### src/rtl/vending_pkg.sv
// Shared vending-machine definitions: coin codes, coin values and the
// change-dispense sequencer state encoding.
package vending_pkg;

    // Coin codes match the control unit's IN_PRICE_MONEY encoding
    localparam logic [1:0] COIN_50   = 2'd0;
    localparam logic [1:0] COIN_100  = 2'd1;
    localparam logic [1:0] COIN_500  = 2'd2;
    localparam logic [1:0] COIN_1000 = 2'd3;

    localparam int unsigned VALUE_50   = 50;
    localparam int unsigned VALUE_100  = 100;
    localparam int unsigned VALUE_500  = 500;
    localparam int unsigned VALUE_1000 = 1000;

    typedef enum logic [1:0] {
        SEQ_IDLE,
        SEQ_SELECT,
        SEQ_ISSUE,
        SEQ_FINISH
    } seq_state_t;

    function automatic int unsigned coin_value(input logic [1:0] code);
        int unsigned value;
        case (code)
            COIN_50:   value = VALUE_50;
            COIN_100:  value = VALUE_100;
            COIN_500:  value = VALUE_500;
            default:   value = VALUE_1000;
        endcase
        return value;
    endfunction

endpackage

### src/rtl/coin_select.sv
// Combinational greedy pick: the largest coin that fits the remaining amount
// and is still stocked in its tube.
module coin_select
    import vending_pkg::*;
#(
    parameter int MONEY_W = 16,
    parameter int CNT_W   = 8
)
(
    input  logic [MONEY_W-1:0]  remaining,
    input  logic [4*CNT_W-1:0]  tube_cnt,
    output logic                found,
    output logic [1:0]          code,
    output logic [MONEY_W-1:0]  value
);

    // Coin codes are ordered by value, so scanning from the top code down
    // yields the priority 1000, 500, 100, 50.
    always_comb begin
        found = 1'b0;
        code  = COIN_50;
        for (int i = 3; i >= 0; i--) begin
            if (!found && (tube_cnt[i*CNT_W +: CNT_W] != '0) &&
                (remaining >= MONEY_W'(coin_value(2'(i))))) begin
                found = 1'b1;
                code  = 2'(i);
            end
        end
        value = found ? MONEY_W'(coin_value(code)) : '0;
    end

endmodule

### src/rtl/change_dispense_sequencer.sv
// Inventory-aware change return: greedily ejects coins one handshake at a time.
// Optional dispenser ACK timeout is enabled with `define CHANGE_TIMEOUT_EN.
module change_dispense_sequencer
    import vending_pkg::*;
#(
    parameter int MONEY_W     = 16,
    parameter int CNT_W       = 8
`ifdef CHANGE_TIMEOUT_EN
    ,
    parameter int ACK_TIMEOUT = 255
`endif
)
(
    input  logic                CLK,
    input  logic                RST,
    input  logic                START_RETURN,
    input  logic [MONEY_W-1:0]  AMOUNT,
    input  logic                LOAD,
    input  logic [1:0]          LOAD_COIN,
    input  logic [CNT_W-1:0]    LOAD_CNT,
    output logic                EJECT_REQ,
    output logic [1:0]          EJECT_COIN,
    input  logic                EJECT_ACK,
    output logic                BUSY,
    output logic                DONE,
    output logic [MONEY_W-1:0]  SHORTFALL,
    output logic                FAULT,
    output logic [4*CNT_W-1:0]  TUBE_CNT
);

    seq_state_t          state;
    seq_state_t          state_next;
    logic [MONEY_W-1:0]  remaining;
    logic [MONEY_W-1:0]  coin_val_q;
    logic [1:0]          eject_coin;
    logic [MONEY_W-1:0]  shortfall;
    logic [CNT_W-1:0]    tube [4];
    logic [4*CNT_W-1:0]  tube_packed;
    logic [CNT_W:0]      load_sum;
    logic [CNT_W-1:0]    load_sat;
    logic                sel_found;
    logic [1:0]          sel_code;
    logic [MONEY_W-1:0]  sel_value;
    logic                timeout_hit;

    assign tube_packed = {tube[3], tube[2], tube[1], tube[0]};
    assign TUBE_CNT    = tube_packed;
    assign EJECT_COIN  = eject_coin;
    assign SHORTFALL   = shortfall;
    assign EJECT_REQ   = (state == SEQ_ISSUE);
    assign BUSY        = (state != SEQ_IDLE);
    assign DONE        = (state == SEQ_FINISH);

    // Refills saturate so an over-full tube never wraps to a small count
    assign load_sum = {1'b0, tube[LOAD_COIN]} + {1'b0, LOAD_CNT};
    assign load_sat = load_sum[CNT_W] ? {CNT_W{1'b1}} : load_sum[CNT_W-1:0];

    coin_select #(
        .MONEY_W (MONEY_W),
        .CNT_W   (CNT_W)
    ) u_coin_select (
        .remaining (remaining),
        .tube_cnt  (tube_packed),
        .found     (sel_found),
        .code      (sel_code),
        .value     (sel_value)
    );

    always_ff @(posedge CLK) begin
        if (RST) begin
            state <= SEQ_IDLE;
        end else begin
            state <= state_next;
        end
    end

    always_comb begin
        state_next = state;
        case (state)
            SEQ_IDLE: begin
                if (START_RETURN) begin
                    state_next = SEQ_SELECT;
                end
            end
            SEQ_SELECT: begin
                state_next = sel_found ? SEQ_ISSUE : SEQ_FINISH;
            end
            SEQ_ISSUE: begin
                if (EJECT_ACK) begin
                    state_next = SEQ_SELECT;
                end else if (timeout_hit) begin
                    state_next = SEQ_FINISH;
                end
            end
            SEQ_FINISH: begin
                state_next = SEQ_IDLE;
            end
            default: begin
                state_next = SEQ_IDLE;
            end
        endcase
    end

    // Selection guarantees the latched coin value never exceeds remaining,
    // so the subtraction on ACK cannot underflow.
    always_ff @(posedge CLK) begin
        if (RST) begin
            remaining  <= '0;
            coin_val_q <= '0;
            eject_coin <= COIN_50;
            shortfall  <= '0;
            for (int i = 0; i < 4; i++) begin
                tube[i] <= '0;
            end
        end else begin
            case (state)
                SEQ_IDLE: begin
                    if (START_RETURN) begin
                        remaining <= AMOUNT;
                        shortfall <= '0;
                    end else if (LOAD) begin
                        tube[LOAD_COIN] <= load_sat;
                    end
                end
                SEQ_SELECT: begin
                    if (sel_found) begin
                        eject_coin <= sel_code;
                        coin_val_q <= sel_value;
                    end else begin
                        shortfall <= remaining;
                    end
                end
                SEQ_ISSUE: begin
                    if (EJECT_ACK) begin
                        tube[eject_coin] <= tube[eject_coin] - 1'b1;
                        remaining        <= remaining - coin_val_q;
                    end else if (timeout_hit) begin
                        shortfall <= remaining;
                    end
                end
                default: begin
                end
            endcase
        end
    end

`ifdef CHANGE_TIMEOUT_EN
    localparam int TIMER_W = (ACK_TIMEOUT < 2) ? 1 : $clog2(ACK_TIMEOUT + 1);

    logic [TIMER_W-1:0] ack_timer;
    logic               fault_q;

    assign timeout_hit = (ack_timer == TIMER_W'(ACK_TIMEOUT - 1));
    assign FAULT       = fault_q;

    // The timer counts ISSUE cycles; the abandoned coin stays in its tube
    always_ff @(posedge CLK) begin
        if (RST) begin
            ack_timer <= '0;
            fault_q   <= 1'b0;
        end else begin
            if (state == SEQ_ISSUE && !EJECT_ACK) begin
                ack_timer <= ack_timer + 1'b1;
            end else begin
                ack_timer <= '0;
            end
            if (state == SEQ_IDLE && START_RETURN) begin
                fault_q <= 1'b0;
            end else if (state == SEQ_ISSUE && !EJECT_ACK && timeout_hit) begin
                fault_q <= 1'b1;
            end
        end
    end
`else
    assign timeout_hit = 1'b0;
    assign FAULT       = 1'b0;
`endif

endmodule

### config.mk
export PLATFORM = sky130hd
export DESIGN_NAME = change_dispense_sequencer
export DESIGN_NICKNAME = d
export VERILOG_FILES = /design/src/rtl/vending_pkg.sv /design/src/rtl/coin_select.sv /design/src/rtl/change_dispense_sequencer.sv
export SDC_FILE = /design/constraint.sdc
export NUM_CORES = 1
export LEC_CHECK = 0
export CAP_MARGIN = 10
export CORE_UTILIZATION = 57
export CTS_CLUSTER_DIAMETER = 50
export DETAILED_ROUTE_END_ITERATION = 12
export GPL_TIMING_DRIVEN = 0
export PLACE_DENSITY = 0.88
export SLEW_MARGIN = 25
export SYNTH_ARGS = -nofsm -noshare
export SYNTH_HDL_FRONTEND = slang
export SYNTH_SLANG_ARGS = --single-unit
### constraint.sdc
create_clock -name CLK -period 8.1 [get_ports CLK]
set_input_delay 1.215 -clock CLK [delete_from_list [all_inputs] [get_ports CLK]]
set_output_delay 1.215 -clock CLK [all_outputs]
set_load 0.02 [all_outputs]
Word level (Yosys, flattened, before mapping)
Memory sizes are Yosys's and may differ from the RTL's. A register that Yosys moved wholly into a read port is not among the register bits.
Cells that the tools add are included.
{ "totals": {"ram_bits": 32, "output_inout_bits": 54, "register_bits": 52, "mem_count": 1} }
{ "memory_table": {"columns": ["name", "depth", "width", "read_ports", "rd_clocked_by_memory_dff", "wr", "line_no", "rtl"], "rows": [
  ["tube", 4, 8, 6, 1, 4, "change_dispense_sequencer.sv:37", "logic [CNT_W-1:0] tube [4];"]
]} }
{ "classes": {"n_lt_le_gt_ge": 4, "n_mux": 39, "eq_ne": 8, "n_reduce_logical": 25, "addsub": 3} }
{ "ops": {"columns": ["operator", "n"], "rows": [
  ["two-way mux 16 bit", 4],
  ["case mux 16 bit (2 select lines)", 2],
  ["nonzero test 8 bit", 4],
  ["case mux 10 bit (3 select lines)", 1],
  ["two-way mux 8 bit", 3],
  ["two-way mux 2 bit", 10],
  ["two-way mux 1 bit", 18],
  ["greater-or-equal comparator 16 x 10 -> 1 bit (second input constant)", 1],
  ["greater-or-equal comparator 16 x 6 -> 1 bit (second input constant)", 1],
  ["greater-or-equal comparator 16 x 7 -> 1 bit (second input constant)", 1],
  ["greater-or-equal comparator 16 x 9 -> 1 bit (second input constant)", 1],
  ["OR reduction 8 bit", 2],
  ["subtractor 16 bit", 1],
  ["adder 8 x 8 -> 9 bit", 1],
  ["case mux 2 bit (4 select lines)", 1],
  ["subtractor 8 x 1 -> 8 bit (second input constant)", 1],
  ["logical AND 1 bit", 7],
  ["== test 2 bit (second input constant)", 3],
  ["AND reduction 3 bit", 2],
  ["nonzero test 2 bit", 3],
  ["== test 2 x 1 -> 1 bit (second input constant)", 2],
  ["zero test 2 bit", 2],
  ["!= test 2 bit (second input constant)", 2],
  ["AND reduction 2 bit", 2],
  ["2 further kinds", 4]
]} }

Depth between registers and ports, before layout
An unclocked memory read counts as a cell.
{ "logic_depth": {"word_depth": 19, "depth_mapped": 11, "mapped_depth_nobuf": 10} }

Cells and area by module
Synthesis repeated with hierarchy kept, for this count alone.
{ "hier_totals": {"cells_unflattened": 580, "hier_area_um2": 5343.9} }
{ "by_module_without_submodules": {"columns": ["mod", "seq_area_each_um2", "n_inst", "cells_per_inst", "area_each_um2"], "rows": [
  ["change_dispense_sequencer", 2042.0, 1, 518, 4912.2],
  ["coin_select", 0.0, 1, 62, 431.7]
]} }

Worst setup path after synthesis
No wires, ideal clock.
{ "synth_timing": {"path_type": "input to register", "start": "in LOAD_COIN[0]", "end": "mem tube[1][2] (data pin)", "path_stages": 9, "path_slack_ns": 4.211, "arrival_ns": 3.745, "required_ns": 7.956, "cell_sequence": "buf_1 > mux4_2 > ha_1 > nor2b_1 > o31ai_1 > a221oi_1 > o21ai_0 > a21boi_1 > nor2_1"} }
{ "synth_rtl": {"columns": ["element", "line_no", "rtl"], "rows": [
  ["from (decl)", "change_dispense_sequencer.sv:19", "input logic [1:0] LOAD_COIN,"],
  ["to (decl)", "change_dispense_sequencer.sv:37", null]
]} }

==> flow_summary.ini <==
[outcome]
outcome = finished clean

[clock_tree]
h-tree-depth = 3
post_cts_buffers = 0
cts.reportedPaths.clkPinSlew_ns = 0.08
post_cts_resized = 0
cts_tree = built
insertion_delay_ns = 0.36
cts_num_sinks = 77
cts_buffers = 9
clockBufferDepth = 2
root_buffer = clkbuf_8
hold_buffers = 0

[die]
core-area_mm2 = 0.00789
pin_count = 85
dieHeight_um = 93.2
die_x_um = 93.2
die_area_mm2 = 0.00868
rows = 32
initial_core_util_pct = 60.0

[logic_synthesis]
ys_async_sr_fraction_pct = 0
synth_nets = 572
synth_top_area_share_pct = 20.3
yosys-top-cells-area = edfxtp_1 (20%), dfxtp_1 (19%), mux4_2 (6.7%)
synth_area_per_cell_um2 = 9.16
ys_seq_area_share_pct = 39.3
ys.flop_type = dfxtp_1
ys_types = 71
synth-simple-area-share_pct = 20.5
synth-edff-count = 32
synth.most_common_cell = nor2_1
synthAdderAreaFrac_pct = 6.66
synth_top_area_cell = edfxtp_1
synth_compound_area_share_pct = 17.5
synth-seq-cells = 77
netlist_top_cells_count = nor2_1 (73), nand2_1 (48), dfxtp_1 (45)
ys_warn_count = 0
synth_cells = 517
synth.area.mux_share_pct = 9.04
synth_top_family_by_area = simple AND/OR/NAND/NOR gates
syn_area_mm2 = 0.00474
synth_xor_area_share_pct = 2.19

[layout]
syn_to_final_growth_pct = 24.2
layout-drive-gt1-share_pct = 7.64
layout.nets = 665
nFillCells = 627
diodes = 0
stdcell_area_mm2 = 0.00588

[grt]
grt_max_degree = 14
grtUsageTotal_pct = 32.6
top_usage_layer = met2
use_met1_pct = 45.6
overflow = 0
antenna_found_initial = 0
grt_util_met2_pct = 51.3
met3_usage_pct = 6.50
grt_first_pass_wirelength_mm = 21.6
grt_pass1_vias = 4248

[timing]
finClkSkew_ns = 0.0187
hold_slack_ns = 0.450
grt_setup_unrepaired = no
setup_tns_ns = 0
setup_ws_ns = 3.31
min_period_ns = 4.79
tightest_slew_ns = 0.716
max_freq_mhz = 209
slew_headroom_pct = 52.2
setup_viol = 0
drv_slew = 0
post-route-period-util_pct = 59.1
finalHoldViolCount = 0

[route]
first_pass_iters = 5
drt_wl_total_mm = 13.7
routed_via_density = 6.46
avgRoutedWirePerCell_um = 19.1
drc = 0
drtIter0Drc = 561
vias = 4629
ant_nets = 0

[setup_path]
crit_buf_inv = 2
reg2regPathDepth = 8
cp.arrival_ns = 4.85
path_depth = 10
cp-startpoint = LOAD_COIN[0]
critical_path.max_fanout = 10
critical_path.startpoint_type = input port
crit_path_max_incr_delay_ns = 0.62
reg2reg_slack_ns = 4.88
worst_r2r_endpoint = tube[1][5]$_SDFFCE_PN0P_
crit_type = input port to flop
cp-endpoint = tube[1][5]$_SDFFCE_PN0P_
cp_top_family = compound AO/OA/AOI/OAI gates
cp_cell_sequence = clkdlybuf4s50_1, buf_1, mux4_2, ha_1, nor2b_1, o31ai_1, a221oi_1, o21ai_0, a21boi_1, nor2_1
reg2reg_from = tube[0][2]$_SDFFCE_PN0P_
critPathRequiredTime_ns = 8.17
endpoint_kind = flop
slowest_stage = mux4_2

[hold_path]
hold_depth = 2
worstHoldPathType = flop to flop

[power_and_ir_drop]
p_leak_uw = 0.00221
power_density_mw_per_mm2 = 187
comb_power_share_pct = 31.0
p_clk_share_pct = 26.5
power.switching_uw = 379
ir_drop_uv = 134
swShare_pct = 34.6
seqPwrFrac_pct = 42.5
internal-power_uw = 718

[placement]
io_buffers = 82
dpl_worst_slack_ns = 3.07
place_area_mm2 = 0.00568
gp_congestion = 0.950
hpwl_mm = 10.7

[run]
maxCapViolations = 0
==> power groups by stage <==
stage          Sequential [µW]  Clock, µW  Combinational, µW
6_report                   466        291                340
5_1_grt                    468        307                371
4_1_cts                    463        292                334
3_5_place_dp               472          0                332
3_3_place_gp               470          0                321
2_1_floorplan              472          0                224
==> worst reg2reg max path, cell delays in order (launching register included) <==
cell and delay (ns):
edfxtp_1 0.47, mux4_2 0.52, ha_1 0.37, nor2b_1 0.19
o31ai_1 0.34, a221oi_1 0.23, o21ai_0 0.24, a21boi_1 0.47
nor2_1 0.11
==> layout make-up <==
cell class	count	area (µm²)	share of cell area [%]
Inverter	32	120	2.04
Sequential cell	77	1860	31.7
Timing Repair Buffer	82	821	14.0
Clock inverter	5	60.1	1.02
Tap cell	102	128	2.17
Multi-Input combinational cell	386	2660	45.1
Buffer	22	104	1.77
Clock buffer	11	131	2.23
==> cells in the final DEF (no fill, tap or decap), types with 6 or more instances in the layout <==
cell             instances
xor2_1                   7
a21oi_1                 21
edfxtp_1                32
o21a_1                   9
a211oi_1                 6
nor2_1                  73
ha_1                    22
nor4_1                  12
o21ai_1                 21
dfxtp_1                 45
mux2i_1                  6
clkdlybuf4s50_1         82
o21ai_0                 14
o211ai_1                 6
inv_1                   30
nand3_1                 30
clkbuf_1                17
nand2_1                 48
mux4_2                  14
clkbuf_8                 9
==> flip-flops by register name, indices dropped and copies added (netlist names), named ones only <==
| name | count |
|---|---|
| EJECT_COIN | 2 |
| SHORTFALL | 16 |
| coin_val_q | 7 |
| remaining | 16 |
| state | 2 |
| tube | 32 |
==> per-stage QoR <==
stage               instances  total power [µW]  utilization (%)
global placement          701               791             72.1
floorplan                 517               696                -
finish                    717              1100             74.6
CTS                       717              1090             74.5
global route              717              1150             74.6
detailed placement        701               804             72.1
==> worst min-delay path by stage <==
stage,from,endpoint
3_3_place_gp,SHORTFALL[7]$_SDFFE_PP0P_,SHORTFALL[7]$_SDFFE_PP0P_
6_report,SHORTFALL[9]$_SDFFE_PP0P_,SHORTFALL[9]$_SDFFE_PP0P_
2_1_floorplan,remaining[0]$_SDFFE_PP0P_,remaining[0]$_SDFFE_PP0P_
5_1_grt,SHORTFALL[7]$_SDFFE_PP0P_,SHORTFALL[7]$_SDFFE_PP0P_
3_5_place_dp,SHORTFALL[4]$_SDFFE_PP0P_,SHORTFALL[4]$_SDFFE_PP0P_
4_1_cts,SHORTFALL[4]$_SDFFE_PP0P_,SHORTFALL[4]$_SDFFE_PP0P_
==> per-layer routing <==
layer	wire [µm]	share of wire [%]	up-vias
li1	-	-	2107
met1	5640	41	2187
met2	6350	46	288
met3	1430	10	47
met4	308	2.2	0
met5	0	0	-
==> logic make-up (layout without fill, tap and decap cells) <==
family | after synthesis | in the layout
AO/OA/AOI/OAI | 123 | 123
XOR/XNOR | 11 | 11
adder cells (fa/ha/maj) | 24 | 24
buffers and inverters | 54 | 152
flip-flops | 77 | 77
multiplexers | 22 | 22
other | 1 | 1
AND/OR/NAND/NOR | 205 | 205
Power figures use the tool's default switching activity.
